==> src/rtl/neuron_mac_accumulator_pkg.sv <==
// Shared defaults for the neuron MAC datapath: operand/accumulator widths
// and the accept-to-result pipeline depth.
package neuron_mac_accumulator_pkg;

    localparam int DEF_A_W   = 18;
    localparam int DEF_B_W   = 18;
    localparam int DEF_ACC_W = 48;
    localparam int DEF_OUT_W = 32;
    localparam int MAC_LAT   = 3;

endpackage

==> src/rtl/neuron_mac_accumulator_mult_stage.sv <==
// Two-register signed multiplier (operand register + product register),
// shaped to map onto a single DSP48 slice.
module mac_mult_stage #(
    parameter int A_W = 18,
    parameter int B_W = 18
) (
    input  logic                        clock,
    input  logic                        reset_n,
    input  logic                        i_en,
    input  logic signed [A_W-1:0]       i_a,
    input  logic signed [B_W-1:0]       i_b,
    output logic signed [A_W+B_W-1:0]   o_p
);

    logic signed [A_W-1:0]     r_a;
    logic signed [B_W-1:0]     r_b;
    logic signed [A_W+B_W-1:0] r_p;
    logic signed [A_W+B_W-1:0] w_a_ext;
    logic signed [A_W+B_W-1:0] w_b_ext;

    assign w_a_ext = (A_W+B_W)'(r_a);
    assign w_b_ext = (A_W+B_W)'(r_b);

    // Operand capture on accepted beats, then full-width product one cycle later.
    always_ff @(posedge clock) begin
        if (!reset_n) begin
            r_a <= {A_W{1'b0}};
            r_b <= {B_W{1'b0}};
            r_p <= {(A_W+B_W){1'b0}};
        end else begin
            if (i_en) begin
                r_a <= i_a;
                r_b <= i_b;
            end
            r_p <= w_a_ext * w_b_ext;
        end
    end

    assign o_p = r_p;

endmodule

==> src/rtl/neuron_mac_accumulator.sv <==
// Pipelined signed dot-product engine: sum(a*b) + bias per framed vector,
// with valid/ready handshakes, one vector in flight, optional saturation.
module neuron_mac_accumulator
    import neuron_mac_accumulator_pkg::*;
#(
    parameter int A_W    = DEF_A_W,
    parameter int B_W    = DEF_B_W,
    parameter int ACC_W  = DEF_ACC_W,
    parameter int OUT_W  = DEF_OUT_W,
    parameter int SAT_EN = 1
) (
    input  logic                      clock,
    input  logic                      reset_n,
    input  logic                      in_valid,
    output logic                      in_ready,
    input  logic signed [A_W-1:0]     a,
    input  logic signed [B_W-1:0]     b,
    input  logic signed [ACC_W-1:0]   bias,
    input  logic                      in_last,
    output logic                      out_valid,
    input  logic                      out_ready,
    output logic signed [OUT_W-1:0]   out_data,
    output logic                      out_sat
);

    localparam int P_W = A_W + B_W;
    localparam logic signed [ACC_W-1:0] LP_SAT_MAX = {{(ACC_W-OUT_W+1){1'b0}}, {(OUT_W-1){1'b1}}};
    localparam logic signed [ACC_W-1:0] LP_SAT_MIN = {{(ACC_W-OUT_W+1){1'b1}}, {(OUT_W-1){1'b0}}};

    logic                    w_accept;
    logic                    w_out_hs;
    logic                    w_busy_next;
    logic signed [P_W-1:0]   w_prod;
    logic signed [ACC_W-1:0] w_prod_ext;
    logic signed [OUT_W-1:0] w_sat_data;
    logic                    w_sat_flag;

    logic                    r_first_pending;
    logic                    r_busy;
    logic                    r_in_ready;
    logic                    r_s1_valid, r_s1_first, r_s1_last;
    logic signed [ACC_W-1:0] r_s1_bias;
    logic                    r_s2_valid, r_s2_first, r_s2_last;
    logic signed [ACC_W-1:0] r_s2_bias;
    logic signed [ACC_W-1:0] r_acc;
    logic                    r_s3_done;
    logic                    r_out_valid;
    logic signed [OUT_W-1:0] r_out_data;
    logic                    r_out_sat;

    assign w_accept    = in_valid & r_in_ready;
    assign w_out_hs    = r_out_valid & out_ready;
    assign w_busy_next = (w_accept & in_last) | (r_busy & ~w_out_hs);
    assign w_prod_ext  = ACC_W'(w_prod);

    mac_mult_stage #(.A_W(A_W), .B_W(B_W)) u_mult (
        .clock   (clock),
        .reset_n (reset_n),
        .i_en    (w_accept),
        .i_a     (a),
        .i_b     (b),
        .o_p     (w_prod)
    );

    // Framing: busy spans last-beat acceptance until the result handshake.
    always_ff @(posedge clock) begin
        if (!reset_n) begin
            r_first_pending <= 1'b1;
            r_busy          <= 1'b0;
            r_in_ready      <= 1'b0;
        end else begin
            r_busy     <= w_busy_next;
            r_in_ready <= ~w_busy_next;
            if (w_accept) begin
                r_first_pending <= in_last;
            end
        end
    end

    // S1/S2 sideband, kept in step with the multiplier's two registers.
    always_ff @(posedge clock) begin
        if (!reset_n) begin
            r_s1_valid <= 1'b0;
            r_s1_first <= 1'b0;
            r_s1_last  <= 1'b0;
            r_s1_bias  <= {ACC_W{1'b0}};
            r_s2_valid <= 1'b0;
            r_s2_first <= 1'b0;
            r_s2_last  <= 1'b0;
            r_s2_bias  <= {ACC_W{1'b0}};
        end else begin
            r_s1_valid <= w_accept;
            if (w_accept) begin
                r_s1_first <= r_first_pending;
                r_s1_last  <= in_last;
                if (r_first_pending) begin
                    r_s1_bias <= bias;
                end
            end
            r_s2_valid <= r_s1_valid;
            r_s2_first <= r_s1_first;
            r_s2_last  <= r_s1_last;
            r_s2_bias  <= r_s1_bias;
        end
    end

    // S3 accumulator: a first beat restarts from bias, bubbles leave it untouched.
    always_ff @(posedge clock) begin
        if (!reset_n) begin
            r_acc     <= {ACC_W{1'b0}};
            r_s3_done <= 1'b0;
        end else begin
            if (r_s2_valid) begin
                r_acc <= (r_s2_first ? r_s2_bias : r_acc) + w_prod_ext;
            end
            r_s3_done <= r_s2_valid & r_s2_last;
        end
    end

    // Clamp to the signed output range, or wrap to the low bits when disabled.
    always_comb begin
        w_sat_data = r_acc[OUT_W-1:0];
        w_sat_flag = 1'b0;
        if (SAT_EN != 0) begin
            if (r_acc > LP_SAT_MAX) begin
                w_sat_data = LP_SAT_MAX[OUT_W-1:0];
                w_sat_flag = 1'b1;
            end else if (r_acc < LP_SAT_MIN) begin
                w_sat_data = LP_SAT_MIN[OUT_W-1:0];
                w_sat_flag = 1'b1;
            end else begin
                w_sat_data = r_acc[OUT_W-1:0];
                w_sat_flag = 1'b0;
            end
        end else begin
            w_sat_data = r_acc[OUT_W-1:0];
            w_sat_flag = 1'b0;
        end
    end

    // Output register: loads once per vector and holds under backpressure.
    always_ff @(posedge clock) begin
        if (!reset_n) begin
            r_out_valid <= 1'b0;
            r_out_data  <= {OUT_W{1'b0}};
            r_out_sat   <= 1'b0;
        end else if (r_s3_done) begin
            r_out_valid <= 1'b1;
            r_out_data  <= w_sat_data;
            r_out_sat   <= w_sat_flag;
        end else if (w_out_hs) begin
            r_out_valid <= 1'b0;
        end
    end

    assign in_ready  = r_in_ready;
    assign out_valid = r_out_valid;
    assign out_data  = r_out_data;
    assign out_sat   = r_out_sat;

endmodule

==> config.mk <==
export PLATFORM = sky130hd
export DESIGN_NAME = neuron_mac_accumulator
export DESIGN_NICKNAME = d
export VERILOG_FILES = /design/src/rtl/neuron_mac_accumulator_pkg.sv /design/src/rtl/neuron_mac_accumulator_mult_stage.sv /design/src/rtl/neuron_mac_accumulator.sv
export SDC_FILE = /design/constraint.sdc
export NUM_CORES = 1
export LEC_CHECK = 0
export ABC_AREA = 1
export CORE_UTILIZATION = 30
export CTS_CLUSTER_SIZE = 8
export DETAILED_ROUTE_END_ITERATION = 10
export PLACE_DENSITY = 0.51
export SYNTH_ARGS = -nofsm -noshare
export SYNTH_HDL_FRONTEND = slang
export SYNTH_SLANG_ARGS = --single-unit
==> constraint.sdc <==
create_clock -name clock -period 16.8 [get_ports clock]
set_clock_uncertainty 0.05 [all_clocks]
set_input_delay 2.52 -clock clock [delete_from_list [all_inputs] [get_ports clock]]
set_output_delay 2.52 -clock clock [all_outputs]
set_load 0.01 [all_outputs]
# After elaboration in Yosys (flattened, before gate mapping)
# Cells that the tools add are included.
# classes
reduce_logical,2
eq_ne,0
n_lt_le_gt_ge,2
n_div,0
bitwise,8
n_shift,0
multipliers,1
muxes,7
addsub,1
# op_table
operator,n
2-to-1 mux 32 bit,2
adder 48 x 36 -> 48 bit,1
"greater-than comparator 48 x 32 -> 1 bit, second input constant",1
"< comparator 48 x 32 -> 1 bit, second input constant",1
2-to-1 mux 48 bit,1
multiplier 18 x 18 -> 36 bit,1
bitwise AND 1 bit,5
2-to-1 mux 1 bit,4
inverter 1 bit,2
AND reduction 2 bit,1
nonzero test 2 bit,1
bitwise OR 1 bit,1
# word_totals
latch_bits,0
out_inout_bits,35
word_cells,40
n_memories,0
regBits,260
mem_bits_ro,0
mem_bits_rw,0
in_bits,89

# Logic depth before layout (Yosys ltp)
# Gate-level depths: netlist of the first run.
# logic_depth
depth_word,5
depth_mapped,28
depth_no_buf,26

# By module
# A second synthesis of the first run with hierarchy kept.
# unflattened
cells_unflattened,3799
hier_area_um2,26304.0
# by_module_without_submodules
module,n_inst,cells_each,seq_area_each_um2,area_each_um2
mac_mult_stage,1,2054,1441.4,15427.3
neuron_mac_accumulator,1,1745,3763.6,10876.7

# Worst setup path after synthesis of the first run
# No wires, ideal clock.
# synth_timing
path_type,register to register
startpoint,reg u_mult.r_b[7]
endpoint,reg u_mult.r_p[35] (netlist: u_mult.o_p[35])
setup_time_ns,0.113
period_less_slack_ns,6.034
slack_ns,10.766
t_required_ns,16.637
path_stages_with_launch,25
t_arrival_ns,5.871
n_path_buf,2
cell_sequence,dfxtp_1 -> clkbuf_1 -> clkbuf_1 -> nand2_1 -> fa_1 -> inv_1 -> fa_1 -> inv_1 -> fa_1 -> inv_1 -> fa_1 -> inv_1 -> fa_1 -> fa_1 -> inv_1 -> ha_1 -> inv_1 -> nor3_1 -> nand2_1 -> inv_1 -> nand2_1 -> nand2_1 -> a21oi_1 -> nor2_1 -> nor2_1
# synth_via
elab_chain_cells,1
# synth_rtl
element,line_no,rtl
start: declaration,neuron_mac_accumulator_mult_stage.sv:16,logic signed [B_W-1:0] r_b;
start signal: assignment,neuron_mac_accumulator_mult_stage.sv:28,r_b <= {B_W{1'b0}};
start signal: assignment,neuron_mac_accumulator_mult_stage.sv:33,r_b <= i_b;
multiplier 18 x 18 -> 36 bit,neuron_mac_accumulator_mult_stage.sv:35,r_p <= w_a_ext * w_b_ext;
end signal: assignment,neuron_mac_accumulator_mult_stage.sv:29,r_p <= {(A_W+B_W){1'b0}};
end signal: assignment,neuron_mac_accumulator_mult_stage.sv:35,
end: declaration,neuron_mac_accumulator_mult_stage.sv:17,logic signed [A_W+B_W-1:0] r_p;
# No other way between the ends.
# A chain may end at the register's enable or synchronous reset.

# Final worst setup path of the first run
# layout_timing
startpoint,reg u_mult.r_b[7]
endpoint,reg u_mult.r_p[28] (netlist: u_mult.o_p[28])
# The elaborated chain is that of the path after synthesis.

==> results.txt, run 1 <==
- The repair_antennas step left the layout with diodes totalling 0.
- Start point of the worst hold path: r_s1_valid
* Tcrit/Tclk final: around two fifths
* Total of warnings raised by yosys: 0
- The clock drives 260 sinks.
* R2R Path Start: u_mult.r_b[7]
* TritonCTS clock tree: done
* Maximum number of buffers from clock root to sink: 3
* Timing-limited maximum frequency: 149.6 MHz
* Final-report setup violation count: 0
- Post-CTS timing repair inserted 0 buffers for setup.
* Type of element launching the critical path: flip-flop
* Power per Cell Area: about 70 nW/um^2
- Data required time at the worst endpoint: roughly 17 ns
* HPWL after detailed placement: slightly above 60000 um
- The path with the worst hold slack has its endpoint at r_s2_valid.
- RSZ-0062 raised after global routing: false
- The via count of the first global-routing pass is about 23000.
* Chip Height: 297.5 um
* Worst reg-to-reg path cell count: 20
- The first routing iteration left roughly 1400 violations.
- The worst hold path passes through 2 cells.
- Tmin final: approximately 6.7 ns
- Final cell utilization of the core: between 30% and 40%
- Sequential fraction of the synthesis area: 19.87%
- The multi-input combinational cells in the finished layout cover a total of around 17000 um^2.
* Net count of the mapped netlist: 4348
* Distinct cell type count of the synthesized netlist: 42
* I/O pin cnt: roughly 120
- Gates resized during post-CTS repair numbered 0.
- The tree is rooted in a sky130_fd_sc_hd__clkbuf_16.
- Clock-pin slew was measured on the worst setup and hold paths at 0.05 ns.
* Hold buffer count at cts: 0
- Number of rows in the core area: 108
- Max-cap violations: 0
- The worst register-to-register path ends at u_mult.o_p[28].
- Routed wire length per instance: 15.46 um
* Fill cell count: ~9400
* Post-route ant nets: 0
- Global routing used between 10% and 20% of the available tracks.
- Run status: finished, final reports clean
* Final Wtd Congestion: between 0.9 and 1
- In this run the worst path has a maximum fanout of 19.
- The core region is 86620 um^2.
- Summing over every cut layer, the via total after detailed routing is 22220.
- The most critical setup path has its startpoint at u_mult.r_b[7].
- The die covers 88500 um^2.
* Residual DRC count: 0
- Worst Hold Class: flip-flop to flip-flop
* Area used by sequential logic in the layout: approximately 5200 um^2
- In this run the tool buffered the top-level ports with 123 buffer cells.
- Avg Vias per Cell: 4.449
- Endpoints failing hold: 0
* Grt ovf: 0
- CP Data Arrival Time: roughly 7 ns
* Netlist Area Pre-Place: approximately 26000 um^2
* Largest net degree at the start of global routing: between 90 and 100
- R2r setup slk: 10.12 ns
* Max-Slew Margin vs Limit: between 20% and 30%
- The initial antenna violation count is 0.
- Type of element capturing the critical path: flip-flop
* Crit Path Category: flip-flop to flip-flop
- Cells with a size suffix above 1 make up around 3.3% of the layout.
- CTS H-tree lvls: 2
- The worst-case IR drop observed on VDD is approximately 58 uV.
- Once the floorplan was initialized, standard cells occupied between 30% and 40% of the core.
- TritonCTS created 40 clock buffers.
- From left edge to right edge, the die measures just under 300 um.
- The number of pins with negative max-slew slack in the final report is 0.
* Final-stage net count: between 4000 and 5000
* Leakage power: ~16 nW
- The cell count after synthesis came out at ~3800.
- Synthesis inferred between 200 and 300 register bits.
- Number of detailed-routing iterations run before antenna repair: 5
- Setup total negative slack on the finished layout was measured at 0 ns.
- The final layout contains routed wiring with a total length of between 70000 and 80000 um.
- Averaged over all synthesized cells, the footprint is between 6 and 7 um^2.
* Clk_lat worst skew: around 0.57 ns
* First-pass GRT wire length: 125500 um
- Slew @ Worst Pin: between 1 and 1.5 ns
- The area growth from synthesis to layout is 12.94%.
[cells by family after synthesis]
family | share of synthesized area [%]
compound gates | 7.858
buf+inv | 16.42
xor+xnor | 0.8359
simple gates | 23.10
fa+ha+maj | 31.91
flops | 19.87
[worst max-delay path, cell delays in order (launching register included)]
cell and delay [ns]:
sky130_fd_sc_hd__dfxtp_1 0.85, sky130_fd_sc_hd__nand2_1 0.25, sky130_fd_sc_hd__fa_1 0.63, sky130_fd_sc_hd__inv_1 0.08, sky130_fd_sc_hd__fa_1 0.91, sky130_fd_sc_hd__fa_1 0.52
sky130_fd_sc_hd__fa_1 0.49, sky130_fd_sc_hd__fa_1 0.54, sky130_fd_sc_hd__inv_1 0.06, sky130_fd_sc_hd__fa_1 0.54, sky130_fd_sc_hd__inv_1 0.04, sky130_fd_sc_hd__ha_1 0.36
sky130_fd_sc_hd__nand2_1 0.10, sky130_fd_sc_hd__nor2_1 0.11, sky130_fd_sc_hd__inv_1 0.09, sky130_fd_sc_hd__nor2_1 0.21, sky130_fd_sc_hd__nand3_1 0.10, sky130_fd_sc_hd__o211ai_1 0.41
sky130_fd_sc_hd__nand2_1 0.10, sky130_fd_sc_hd__nand2_1 0.07, sky130_fd_sc_hd__nor2_1 0.04
[flip-flops by register name, summed over array words and instances (netlist names), 18 cells and up]
signal	cells
u_mult.o_p	36
r_acc	48
r_s2_bias	48
u_mult.r_b	18
u_mult.r_a	18
out_data	32
r_s1_bias	48
[cell usage in the layout, fill, tap and decap left out, drive strengths merged, types with 2 or more instances in the layout]
cell type	synthesis	final
inv	993	995
nand2	982	982
nor2	381	381
fa	330	330
dfxtp	260	260
a21oi	184	184
o21ai	165	165
ha	140	140
clkdlybuf4s50	0	122
nand3	90	90
clkbuf	114	45
nand4	33	33
xor2	18	18
buf	26	18
o21a	13	13
nor3	11	11
o21bai	9	9
a21o	8	8
xnor2	7	7
or2	4	4
nor4	3	3
a31o	3	3
clkinv	1	3
a21boi	2	2
and3	2	2
o211ai	2	2
and2	2	2
a31oi	2	2
[final cells by class]
cell class,instances,area share [%]
Sequential cell,260,17.60
Multi-Input combinational cell,2394,56.47
Tap cell,1155,4.885
Inverter,994,12.61
Clock inverter,6,0.3045
Timing Repair Buffer,140,4.585
Clock buffer,45,3.548
[through the flow]
step	instances	worst slack (ns)	power, mW	hold slack, ns	area (um^2)
6_report	4994	10.12	2.109	0.3608	29580
5_1_grt	4994	9.554	2.266	0.3825	29580
2_1_floorplan	3789	10.77	1.164	0.3405	26190
3_3_place_gp	4943	10.21	1.375	0.3502	28440
3_5_place_dp	4943	10.20	1.377	0.3490	28440
4_1_cts	4994	10.16	2.148	0.3580	29580
[synth_stat cells (all sizes together)]
cell	count	area, um^2
dlygate4sd1	1	8.760
xor2	18	157.7
xnor2	7	61.31
o211ai	2	15.01
buf	26	103.9
ha	140	1752
clkbuf	114	457.9
and2	2	15.01
o22ai	1	6.260
a211oi	1	7.510
o21bai	9	67.56
clkinv	1	3.750
dfxtp	260	5205
nand3	90	475.5
fa	330	6606
a21oi	184	924.6
a31o	3	26.28
a21boi	2	15.01
nand2	982	3719
nand4	33	206.5
a21o	8	60.06
o21ai	165	825.8
nor3	11	75.07
a31oi	2	12.51
inv	993	3727
and3	2	12.51
nor2	381	1498
o21a	13	97.59
nor4	3	18.77
or2	4	25.02
nand3b	1	7.510
[how the worst max path moves through the flow]
| stage | end | slack, ns |
|---|---|---|
| floorplan | u_mult.o_p[35] | 10.77 |
| global placement | u_mult.o_p[28] | 10.21 |
| detailed placement | u_mult.o_p[28] | 10.20 |
| CTS | u_mult.o_p[28] | 10.16 |
| global route | u_mult.o_p[28] | 9.55 |
| finish | u_mult.o_p[28] | 10.12 |
[power breakdown]
part / switching, mW / internal [mW] / total [mW]
Combinational: 0.397 / 0.230 / 0.627
Sequential: 0.0614 / 0.667 / 0.729
Clock: 0.300 / 0.454 / 0.754
Total: 0.758 / 1.35 / 2.11
[routing by layer]
metal | routed length, um | vias up | track usage, %
met5 | 0 | - | 0
met3 | 3746 | 90 | 2.344
met2 | 35400 | 461 | 29.99
met4 | 1460 | 0 | 3.854
met1 | 36590 | 10550 | 24.78
li1 | - | 11120 | -
Note: power is estimated with default switching activity, not from simulation.
==> run 2, diff against run 1 <==
PLACE_DENSITY = 0.53   (was 0.51)
clock period = 5.8 ns   (was 16.8 ns; I/O delays follow)
==> results.txt, run 2 (synthesized netlist as in run 1, its figures left out) <==
- Aggregate global-route resource usage: 17.98% (-0.032 points)
* Syn-to-layout area delta: 20.57%
- The cell family contributing the most delay on the critical path is adder cells.
- The data arrival at the endpoint of the critical path was 6.09 ns (-1.00 ns).
- STA classifies the critical path endpoint as a flip-flop.
* Final cell utilization of the core: 36.46% (+2.3 points)
- Power per Cell Area: 208.5 nW/um^2 (+190%)
- Post-route ant nets: 0 (unchanged)
* Number of detailed-routing iterations run before antenna repair: 5 (unchanged)
* Run status: finished, final reports clean
- Cell count after placement: 5093 (+3.0%)
* Largest net degree at the start of global routing: 60 (-38%)
* Root Buffer Master: sky130_fd_sc_hd__clkbuf_16
- The first-pass GRT wire length came to 125300 um (-0.15%).
- Maximum number of buffers from clock root to sink: 3 (unchanged)
* Timing-limited maximum frequency: 176.8 MHz (+18%)
- RSZ-0062 raised after global routing: true
* Placed cell area: 29800 um^2 (+4.8%)
* Via count: 22830 (+2.8%)
- TritonCTS clock tree: done
- The residual overflow from global routing came to 0 (unchanged).
- CP max stage delay: 0.59 ns (-0.32 ns)
- Ratio of cells with drive above 1 in the final layout: 10.13% (+6.8 points)
- The switching power was 2.406 mW (+220%).
- Number of rows in the core area: 108 (unchanged)
* Slowest-stage cell, CP: sky130_fd_sc_hd__fa_1
- The number of design-rule violations left by the first detailed-router iteration came to 1293 (-6.8%).
- IR drop worst, VDD: 210.6 uV (+260%)
- The hold buffer count at cts was 0 (unchanged).
- Number of standard cells in the final layout excluding fillers: 5155 (+3.2%)
- The number of endpoints with negative hold slack in the final report is 0 (unchanged).
- The most numerous cell type found on the critical path is sky130_fd_sc_hd__fa_1.
* Biggest regs: r_acc: 48 flops, r_s1_bias: 48 flops, r_s2_bias: 48 flops
* Sequential fraction of design power: 31.2% (-3.4 points)
- The number of top-level pins is 124 (unchanged).
- Vias in the first global route: 22900 (+0.65%)
- The cell leakage power came to 17.22 nW (+5.7%).
- Share of total power in the clock network: 32.3% (-3.4 points)
- The placer's final routability congestion estimate came to 0.9516 (+2.9%).
* Most frequent standard cell in the layout excluding fill and tap cells: sky130_fd_sc_hd__inv_1
- Chip Height: 297.5 um (unchanged)
- The post-route cell area was 31580 um^2 (+6.8%).
- The floorplan die width came to 297.5 um (unchanged).
* Total CTS buffers: 40 (unchanged)
- Data required time at the worst endpoint: 6.23 ns (-10.97 ns)
- HPWL after detailed placement: 63430 um (+2.8%)
* Avg Vias per Cell: 4.429 (-0.44%)
- The area of the die came to 88500 um^2 (unchanged).
- The cell-internal power is 4.178 mW (+210%).
- Tcrit/Tclk final: 97.52% (+58 points)
- In this run the worst hold path is classified as flip-flop to flip-flop.
- The area of the core region is 86620 um^2 (unchanged).
- Type of element launching the critical path: flip-flop
- The antenna diode count is 0 (unchanged).
- The DRC violation count after routing came to 0 (unchanged).
* Total length of routed wires: 78280 um (+1.4%)
* Top library cells by usage in the layout, fill and taps aside: sky130_fd_sc_hd__inv_1 (974), sky130_fd_sc_hd__nand2_1 (951), sky130_fd_sc_hd__nor2_1 (337), sky130_fd_sc_hd__fa_1 (325), sky130_fd_sc_hd__dfxtp_1 (245)
- Max-Slew Margin vs Limit: 30.00% (+6.0 points)
- Slew @ Worst Pin: 1.050 ns (-0.08991 ns)
- The starting density of the core is 30.24% (unchanged).
- Setup TNS: 0 ns (unchanged)
* Number of antenna violations at the first check in global routing: 1 (+1)
* Max-cap violations: 0 (unchanged)
* Buffers and inverters on the worst path: 9 (+5)
- The number of pins with negative max-slew slack in the final report is 0 (unchanged).
- The combinational fraction of design power was 36.5% (+6.8 points).
* Crit Path Category: flip-flop to flip-flop
* Tmin final: 5.656 ns (-1.029 ns)
- Clk_lat worst skew: 0.59 ns (+0.02 ns)
* Final-stage net count: 4551 (+3.7%)
- The total number of H-tree levels came to 2 (unchanged).
- The minimum hold slack was 0.3530 ns (-0.007820 ns).
- The mean routed wirelength per cell was 15.19 um (-1.8%).
* CTS sink count: 260 (unchanged)
* Maximum fanout along the worst path: 5 (-14)
- The switching fraction of total power was 36.54% (+0.59 points).
* Port buffer count: 123 (unchanged)
* Clock-pin slew on the worst setup and hold paths: 0.05 ns (about the same)
* Final-report setup violation count: 0 (unchanged)
-- run 2: cell types whose count changed in the layout (fill, tap and decap cells not counted), sizes merged --
| cell | previous run | this run |
|---|---|---|
| clkinvlp | 1 | 3 |
| clkbuf | 45 | 44 |
| buf | 18 | 180 |
| bufinv | 1 | 0 |
| clkinv | 3 | 2 |
-- run 2: worst paths after layout --
check | start | cells after the start | endpoint | slack, ns
hold / removal | r_s1_bias[20] | 2 | r_s2_bias[20] | 0.35
setup reg to reg | u_mult.r_a[17] | 25 | u_mult.o_p[28] | 0.14
setup / recovery | u_mult.r_a[17] | 25 | u_mult.o_p[28] | 0.14
hold reg to reg | r_s1_bias[20] | 2 | r_s2_bias[20] | 0.35
-- run 2: power groups by stage --
stage / clock (mW) / combinational [mW] / sequential [mW]
after floorplan: 0 / 1.37 / 2.00
after global placement: 0 / 2.14 / 2.09
after detailed placement: 0 / 2.15 / 2.09
after CTS: 2.21 / 2.17 / 2.06
after global routing: 2.26 / 2.71 / 2.06
final: 2.13 / 2.40 / 2.05
-- run 2: area by class of cell --
type,instances,area [um^2]
Clock buffer,44,1026
Inverter,994,3732
Sequential cell,260,5239
Tap cell,1155,1445
Clock inverter,6,70.07
Fill cell,9302,55040
Multi-Input combinational cell,2394,17220
Timing Repair Buffer,302,2848
-- run 2: per-layer routing --
metal	track usage [%]	routed length (um)	up-vias
met5	0	0	-
met1	25.08	37560	10900
met2	29.24	35510	404
li1	-	-	11440
met3	2.271	3461	91
met4	4.578	1742	0
-- run 2: timing repair --
action	in CTS	in global routing
pin swaps	3	59
gates resized for setup	15	159
buffers inserted	2	10
setup endpoints to repair	12	19
-- run 2: through the flow --
step           setup WS [ns]  total power, mW
3_5_place_dp         -0.2315            4.239
3_3_place_gp         -0.2724            4.235
6_report              0.1440            6.584
5_1_grt             -0.06058            7.032
2_1_floorplan       0.001847            3.372
4_1_cts             0.001072            6.433
-- run 2: tightest hold or removal path, stage by stage, from the launching register on --
cell	delay, ns
sky130_fd_sc_hd__dfxtp_1	0.30
sky130_fd_sc_hd__nand2_1	0.06
sky130_fd_sc_hd__inv_1	0.05
